**config.mk**
```make
export PLATFORM = sky130hd
export DESIGN_NAME = control_unit
export DESIGN_NICKNAME = d
export VERILOG_FILES = /design/src/rtl/ctrl_pkg.sv /design/src/rtl/control_unit_imm_gen.sv /design/src/rtl/control_unit.sv
export SDC_FILE = /design/constraint.sdc
export NUM_CORES = 1
export LEC_CHECK = 0
export ABC_AREA = 1
export CAP_MARGIN = 20
export CORE_ASPECT_RATIO = 0.6
export CORE_MARGIN = 2
export CORE_UTILIZATION = 36
export DETAILED_ROUTE_END_ITERATION = 6
export GPL_TIMING_DRIVEN = 0
export PLACE_DENSITY = 0.93
export SKIP_CTS_REPAIR_TIMING = 1
export SLEW_MARGIN = 20
export SYNTH_ARGS = -nofsm -noshare
export SYNTH_HDL_FRONTEND = slang
export SYNTH_SLANG_ARGS = --single-unit
```
**constraint.sdc**
```tcl
create_clock -name clk -period 2.1 [get_ports clk]
set_input_delay 0.42 -clock clk [delete_from_list [all_inputs] [get_ports clk]]
set_output_delay 0.42 -clock clk [all_outputs]
set_load 0.02 [all_outputs]
```
**src/rtl/ctrl_pkg.sv**
```systemverilog
// Shared encodings for the RV32I multi-cycle control unit: opcodes, FSM states,
// datapath mux encodings and instruction classification helpers.
package ctrl_pkg;

    localparam logic [6:0] OPC_LUI    = 7'b0110111;
    localparam logic [6:0] OPC_AUIPC  = 7'b0010111;
    localparam logic [6:0] OPC_JAL    = 7'b1101111;
    localparam logic [6:0] OPC_JALR   = 7'b1100111;
    localparam logic [6:0] OPC_BRANCH = 7'b1100011;
    localparam logic [6:0] OPC_LOAD   = 7'b0000011;
    localparam logic [6:0] OPC_STORE  = 7'b0100011;
    localparam logic [6:0] OPC_OP_IMM = 7'b0010011;
    localparam logic [6:0] OPC_OP     = 7'b0110011;
    localparam logic [6:0] OPC_FENCE  = 7'b0001111;
    localparam logic [6:0] OPC_SYSTEM = 7'b1110011;

    localparam logic [1:0] RD_SEL_MEM    = 2'd0;
    localparam logic [1:0] RD_SEL_IMM    = 2'd1;
    localparam logic [1:0] RD_SEL_ALU    = 2'd2;
    localparam logic [1:0] RD_SEL_PC_INC = 2'd3;

    localparam logic [2:0] FUNC_ADD = 3'b000;

    typedef enum logic [2:0] {
        ST_FETCH,
        ST_LOAD_IR,
        ST_DECODE,
        ST_EXEC,
        ST_MEM,
`ifdef CTRL_ILLEGAL_TRAP_EN
        ST_WB,
        ST_HALT
`else
        ST_WB
`endif
    } state_t;

    typedef enum logic [3:0] {
        CLS_LUI, CLS_AUIPC, CLS_JAL, CLS_JALR, CLS_BRANCH,
        CLS_LOAD, CLS_STORE, CLS_OP_IMM, CLS_OP, CLS_NOP, CLS_ILLEGAL
    } insn_class_t;

    function automatic insn_class_t decode_class(input logic [31:0] insn);
        insn_class_t cls;
        case (insn[6:0])
            OPC_LUI:    cls = CLS_LUI;
            OPC_AUIPC:  cls = CLS_AUIPC;
            OPC_JAL:    cls = CLS_JAL;
            OPC_JALR:   cls = CLS_JALR;
            // funct3 010/011 have no branch meaning
            OPC_BRANCH: cls = (insn[14:13] == 2'b01) ? CLS_ILLEGAL : CLS_BRANCH;
            OPC_LOAD:   cls = CLS_LOAD;
            OPC_STORE:  cls = CLS_STORE;
            OPC_OP_IMM: cls = CLS_OP_IMM;
            OPC_OP:     cls = CLS_OP;
            OPC_FENCE,
            OPC_SYSTEM: cls = CLS_NOP;
            default:    cls = CLS_ILLEGAL;
        endcase
        return cls;
    endfunction

    function automatic logic branch_taken(input logic [2:0] funct3, input logic eq,
                                          input logic ls, input logic lu);
        logic base;
        case (funct3[2:1])
            2'b00:   base = eq;
            2'b10:   base = ls;
            2'b11:   base = lu;
            default: base = 1'b0;
        endcase
        return base ^ funct3[0];
    endfunction

endpackage

```
**src/rtl/control_unit_imm_gen.sv**
```systemverilog
// Combinational immediate generator: selects the I/S/B/U/J format from the
// opcode and sign-extends to 32 bits.
import ctrl_pkg::*;

module imm_gen (
    input  logic [31:0] insn,
    output logic [31:0] imm
);

    always_comb begin
        imm = {{20{insn[31]}}, insn[31:20]};
        case (insn[6:0])
            OPC_STORE:  imm = {{20{insn[31]}}, insn[31:25], insn[11:7]};
            OPC_BRANCH: imm = {{19{insn[31]}}, insn[31], insn[7], insn[30:25], insn[11:8], 1'b0};
            OPC_LUI,
            OPC_AUIPC:  imm = {insn[31:12], 12'b0};
            OPC_JAL:    imm = {{11{insn[31]}}, insn[31], insn[19:12], insn[20], insn[30:21], 1'b0};
            default:    imm = {{20{insn[31]}}, insn[31:20]};
        endcase
    end

endmodule

```
**src/rtl/control_unit.sv**
```systemverilog
// Multi-cycle RV32I control FSM: FETCH, LOAD_IR, DECODE, EXEC, [MEM], WB.
// Define CTRL_ILLEGAL_TRAP_EN to halt on illegal instructions instead of NOPing.
import ctrl_pkg::*;

module control_unit (
    input  logic        clk,
    input  logic        rs_i,
    input  logic [31:0] insn,
    input  logic        EQ,
    input  logic        LS,
    input  logic        LU,
    output logic        insn_clk,
    output logic        pc_clk,
    output logic        rd_clk,
    output logic        mem_we,
    output logic        pc_next_sel,
    output logic        pc_alu_sel,
    output logic        alu_sel_a,
    output logic        alu_sel_b,
    output logic        addr_sel,
    output logic [1:0]  rd_sel,
    output logic [2:0]  func,
    output logic [2:0]  mem_size,
    output logic        sub_sra,
    output logic [4:0]  rs1,
    output logic [4:0]  rs2,
    output logic [4:0]  rd,
    output logic [31:0] imm,
    output logic        halted
);

    state_t      state_q, state_d;
    logic        insn_clk_q, insn_clk_d;
    logic        pc_clk_q, pc_clk_d;
    logic        rd_clk_q, rd_clk_d;
    logic        mem_we_q, mem_we_d;
    insn_class_t cls;
    logic        writes_rd;
    logic        active;

    assign cls      = decode_class(insn);
    assign rs1      = insn[19:15];
    assign rs2      = insn[24:20];
    assign rd       = insn[11:7];
    assign mem_size = insn[14:12];

    imm_gen u_imm_gen (
        .insn (insn),
        .imm  (imm)
    );

    always_comb begin
        writes_rd = 1'b0;
        case (cls)
            CLS_LUI, CLS_AUIPC, CLS_JAL, CLS_JALR,
            CLS_LOAD, CLS_OP_IMM, CLS_OP: writes_rd = 1'b1;
            default:                      writes_rd = 1'b0;
        endcase
    end

    always_comb begin
        state_d = state_q;
        case (state_q)
            ST_FETCH:   state_d = ST_LOAD_IR;
            ST_LOAD_IR: state_d = ST_DECODE;
`ifdef CTRL_ILLEGAL_TRAP_EN
            ST_DECODE:  state_d = (cls == CLS_ILLEGAL) ? ST_HALT : ST_EXEC;
            ST_HALT:    state_d = ST_HALT;
`else
            ST_DECODE:  state_d = ST_EXEC;
`endif
            ST_EXEC:    state_d = (cls == CLS_LOAD) ? ST_MEM : ST_WB;
            ST_MEM:     state_d = ST_WB;
            ST_WB:      state_d = ST_FETCH;
            default:    state_d = ST_FETCH;
        endcase
    end

    // Strobes are registered versions of "entering this state", so each is a
    // clean flop output lasting exactly one cycle.
    always_comb begin
        insn_clk_d = (state_d == ST_LOAD_IR);
        pc_clk_d   = (state_d == ST_WB);
        rd_clk_d   = (state_d == ST_WB) && writes_rd && (insn[11:7] != 5'd0);
        mem_we_d   = (state_d == ST_EXEC) && (cls == CLS_STORE);
    end

    always_ff @(posedge clk) begin
        if (rs_i) begin
            state_q    <= ST_FETCH;
            insn_clk_q <= 1'b0;
            pc_clk_q   <= 1'b0;
            rd_clk_q   <= 1'b0;
            mem_we_q   <= 1'b0;
        end else begin
            state_q    <= state_d;
            insn_clk_q <= insn_clk_d;
            pc_clk_q   <= pc_clk_d;
            rd_clk_q   <= rd_clk_d;
            mem_we_q   <= mem_we_d;
        end
    end

    assign insn_clk = insn_clk_q;
    assign pc_clk   = pc_clk_q;
    assign rd_clk   = rd_clk_q;
    assign mem_we   = mem_we_q;

    // Selects are a pure function of the latched instruction while it is in
    // flight, so they hold steady from DECODE through WB and read 0 otherwise.
    assign active = (state_q == ST_DECODE) || (state_q == ST_EXEC) ||
                    (state_q == ST_MEM)    || (state_q == ST_WB);

    always_comb begin
        pc_next_sel = 1'b0;
        pc_alu_sel  = 1'b0;
        alu_sel_a   = 1'b0;
        alu_sel_b   = 1'b0;
        addr_sel    = 1'b0;
        rd_sel      = RD_SEL_MEM;
        func        = FUNC_ADD;
        sub_sra     = 1'b0;
        if (active) begin
            case (cls)
                CLS_OP: begin
                    func    = insn[14:12];
                    sub_sra = insn[30];
                    rd_sel  = RD_SEL_ALU;
                end
                CLS_OP_IMM: begin
                    alu_sel_b = 1'b1;
                    func      = insn[14:12];
                    sub_sra   = (insn[14:12] == 3'b101) ? insn[30] : 1'b0;
                    rd_sel    = RD_SEL_ALU;
                end
                CLS_LOAD: begin
                    alu_sel_b = 1'b1;
                    addr_sel  = 1'b1;
                    rd_sel    = RD_SEL_MEM;
                end
                CLS_STORE: begin
                    alu_sel_b = 1'b1;
                    addr_sel  = 1'b1;
                end
                CLS_BRANCH: begin
                    func       = insn[14:12];
                    pc_alu_sel = branch_taken(insn[14:12], EQ, LS, LU);
                end
                CLS_AUIPC: begin
                    alu_sel_a = 1'b1;
                    alu_sel_b = 1'b1;
                    rd_sel    = RD_SEL_ALU;
                end
                CLS_JAL: begin
                    alu_sel_a   = 1'b1;
                    alu_sel_b   = 1'b1;
                    rd_sel      = RD_SEL_PC_INC;
                    pc_next_sel = 1'b1;
                end
                CLS_JALR: begin
                    alu_sel_b   = 1'b1;
                    rd_sel      = RD_SEL_PC_INC;
                    pc_next_sel = 1'b1;
                end
                CLS_LUI:  rd_sel = RD_SEL_IMM;
                default: ;
            endcase
        end
    end

`ifdef CTRL_ILLEGAL_TRAP_EN
    assign halted = (state_q == ST_HALT);
`else
    assign halted = 1'b0;
`endif

endmodule
```
==> results.txt, run 1 <==
status - finished with violations
failing checks - negative setup slack
global route overflow - 0
Sink Count - 7
Inserted Clock Buffers - 3
die height - 50.35 um
I/O Buffers - 99
Synth Flop Type - dfxtp_1
worst-skew pair later-pin latency - 0.24 ns
post-synthesis sequential area ratio - 10.87%
FILL cells - 223
pwr dens - 385.8 mW/mm^2
yosys warns - 0
internal power - 584.9 uW
Sequential Power Share - 17.2%
final WL - 5.727 mm
DRT antenna net count - 0
cell count of the worst hold path - 3
Vias - 1934
Tot GR Track Use - 22.64%
Pre-Repair DR Iteration Count - 4
Routed wire per std cell - 14.72 um
Min-Delay Endpoint - state_q[2]
Reg2Reg Launch Point - state_q[1]
CP bufs+invs - 3
Reg clk slew, reported paths - 0.05 ns
Final WS setup - -0.06087 ns
number of remaining DRC errors - 0
r2r endpoint - state_q[0]
final count of negative-setup-slack endpoints - 6
Syn Nets - 262
Syn Area/Cell - 5.728 sq um
flops & latches, synth - 7
FFs w/ async S/R, synth - 0%
XOR/XNOR Fraction of Synth Area - 0%
first-pass GRT wire length - 7.141 mm
Post-Place Worst Slack - -0.8819 ns
unrepaired setup endpoints after global routing - yes
CP max stage delay - 0.19 ns
hold_sp - state_q[2]
period utilization - 102.9%
most frequent cell after synthesis - nand2_1
CP Class - in -> out
fin crit period - 2.161 ns
Adder-Cell Fraction of Synth Area - 0%
Synth area leader - nand2_1
Critical Path Sink Type - primary output
DR iter-0 viols - 102
Area contributors post-synth - nand2_1, buf_4, dfxtp_1
Longest Clk Path Bufs - 2
area share of the largest cell type after synthesis - 16.02%
Root Driver - clkbuf_8
switch share - 42.39%
Unique masters post-synth - 34
Post-Syn Area - 0.001289 sq mm
Max Clock Freq - 0.4628 GHz
Final Hold Viols - 0
NetSw - 430.3 uW
Required @ worst endpoint - 1.68 ns
HP Class - reg -> reg
Clock Power Share - 19.7%
Ports - 103
layout cells sized above 1 - 34.88%
max_cap viols - 0
die area - 0.004090 sq mm
Post-synth EDFFs - 0
Worst EP arrival - 1.74 ns
std cell rows - 16
Nets - 382
CP max-delay cell - nor2_4
chip width - 81.24 um
hpwl dp - 3.860 mm
Comb power frac - 63.1%
n_diodes - 0
top post-synthesis cells by count - nand2_1, inv_1, nor2_1, buf_4, o21ai_0
Setup crit start - insn[3]
htree depth - 1
post-synthesis mux area share - 0%
Final Slew Violations - 0
vias in the first global route - 1615
CP max FO - 7
Via-to-Cell Ratio - 4.972
Initial Utilization - 38.55%
Final GP Congestion - 0.8667
Worst VDD drop - 0.4929 mV
initial antenna violation count - 0
pin count of the biggest net entering global routing - 11
Synth-to-Final Area Change - 104.2%
CTS tree - built
Pleak - 0.001545 uW
Core Footprint - 0.003343 sq mm
r2r worst-path depth - 6
main combinational cell family by area after synthesis - simple AND/OR/NAND/NOR gates
Layout Skew - 0.007774 ns
# placed instances - 369
register-to-register setup slack - 0.82 ns
fin cells - 389
crit-path cells - buf_2 -> inv_2 -> nand2_2 -> nor2_4 -> nand2_4 -> nand2_4 -> nor2_4 -> nand3_2 -> nand2_4 -> nor2_4 -> nand2_1 -> nor2_1 -> buf_4
Top Family by Delay on Critical Path - simple AND/OR/NAND/NOR gates
Post-Syn Instances - 225
WHS - 0.5577 ns
Synth Area in Compound Gates - 14.95%
Synth Area in Simple Gates - 48.25%
Critical Path Start Type - input port
-- flip-flops by register name (all words and copies together) (netlist names) --
signal and count:
rd_clk 1, mem_we 1, insn_clk 1, state_q 3
pc_clk 1
-- per-stage QoR --
stage / instance area (sq um) / TNS (ns) / utilization (%) / total power, uW
after floorplan: 1289 / 0 / - / 474.2
after global placement: 2336 / -27.87 / 69.87 / 715.7
after detailed placement: 2336 / -29.04 / 69.87 / 725.0
after CTS: 2381 / -29.12 / 71.22 / 923.0
after global routing: 2631 / -1.265 / 78.71 / 1073
final: 2631 / -0.1461 / 78.71 / 1015
-- worst reg2reg max path, stage by stage (launching register included) --
cell and delay, ns:
dfxtp_2 0.34, inv_1 0.08, nor3_1 0.18, inv_1 0.08, o21ai_0 0.30, nor2_1 0.07
a21oi_1 0.16
-- power by group through the flow --
| stage | Combinational (uW) | Clock, uW | Sequential, uW |
|---|---|---|---|
| 2_1_floorplan | 290 | 0 | 184 |
| 3_3_place_gp | 542 | 0 | 174 |
| 3_5_place_dp | 550 | 0 | 175 |
| 4_1_cts | 552 | 198 | 173 |
| 5_1_grt | 682 | 212 | 178 |
| 6_report | 641 | 200 | 175 |
-- cell type report --
cell class / instances / area, sq um / share of cell area [%]
inverters: 40 / 165.2 / 6.277
well taps: 45 / 56.30 / 2.140
repair buffers: 115 / 1095 / 41.61
multi-input cells: 154 / 949.7 / 36.09
plain buffers: 24 / 178.9 / 6.800
clock buffers: 4 / 45.04 / 1.712
flip-flops and latches: 7 / 141.4 / 5.373
-- cells in the final DEF, fill, tap and decap left out, drive strengths merged, types with 2 or more instances in the layout --
| cell | count |
|---|---|
| dlymetal6s2s | 28 |
| a211oi | 2 |
| o21ai | 20 |
| clkbuf | 19 |
| nor3 | 8 |
| nand3 | 14 |
| nor2 | 31 |
| dfxtp | 7 |
| o22ai | 2 |
| a21oi | 6 |
| clkdlybuf4s50 | 47 |
| inv | 38 |
| buf | 49 |
| nand2 | 63 |
-- layer usage --
metal	vias to the layer above	share of wire, %	GRT usage [%]
met5	-	0	0
met4	0	4.7	6.497
met3	27	7.5	6.295
met2	115	50	38.02
met1	866	38	28.31
li1	926	-	-
-- how the worst max path moves through the flow --
stage / end / slack (ns) / depth (start not counted)
floorplan: alu_sel_b / 0.04 / 9
global placement: pc_next_sel / -0.83 / 10
detailed placement: sub_sra / -0.88 / 8
CTS: sub_sra / -0.88 / 8
global route: pc_next_sel / -0.16 / 13
finish: pc_next_sel / -0.06 / 13
-- kinds of logic (layout without fill, tap and decap cells) --
group,after synthesis,in the layout
flops,7,7
compound gates,33,33
other cells,1,1
simple gates,120,120
buf+inv,64,183
(Power assumes the default switching activity.)
==> run 2: changes to the inputs <==
Settings changed: HOLD_SLACK_MARGIN from default to 0.1, TNS_END_PERCENT from default to 100.
==> results of run 2 <==
The final DEF is identical to that of run 1; final timing and power are the same.
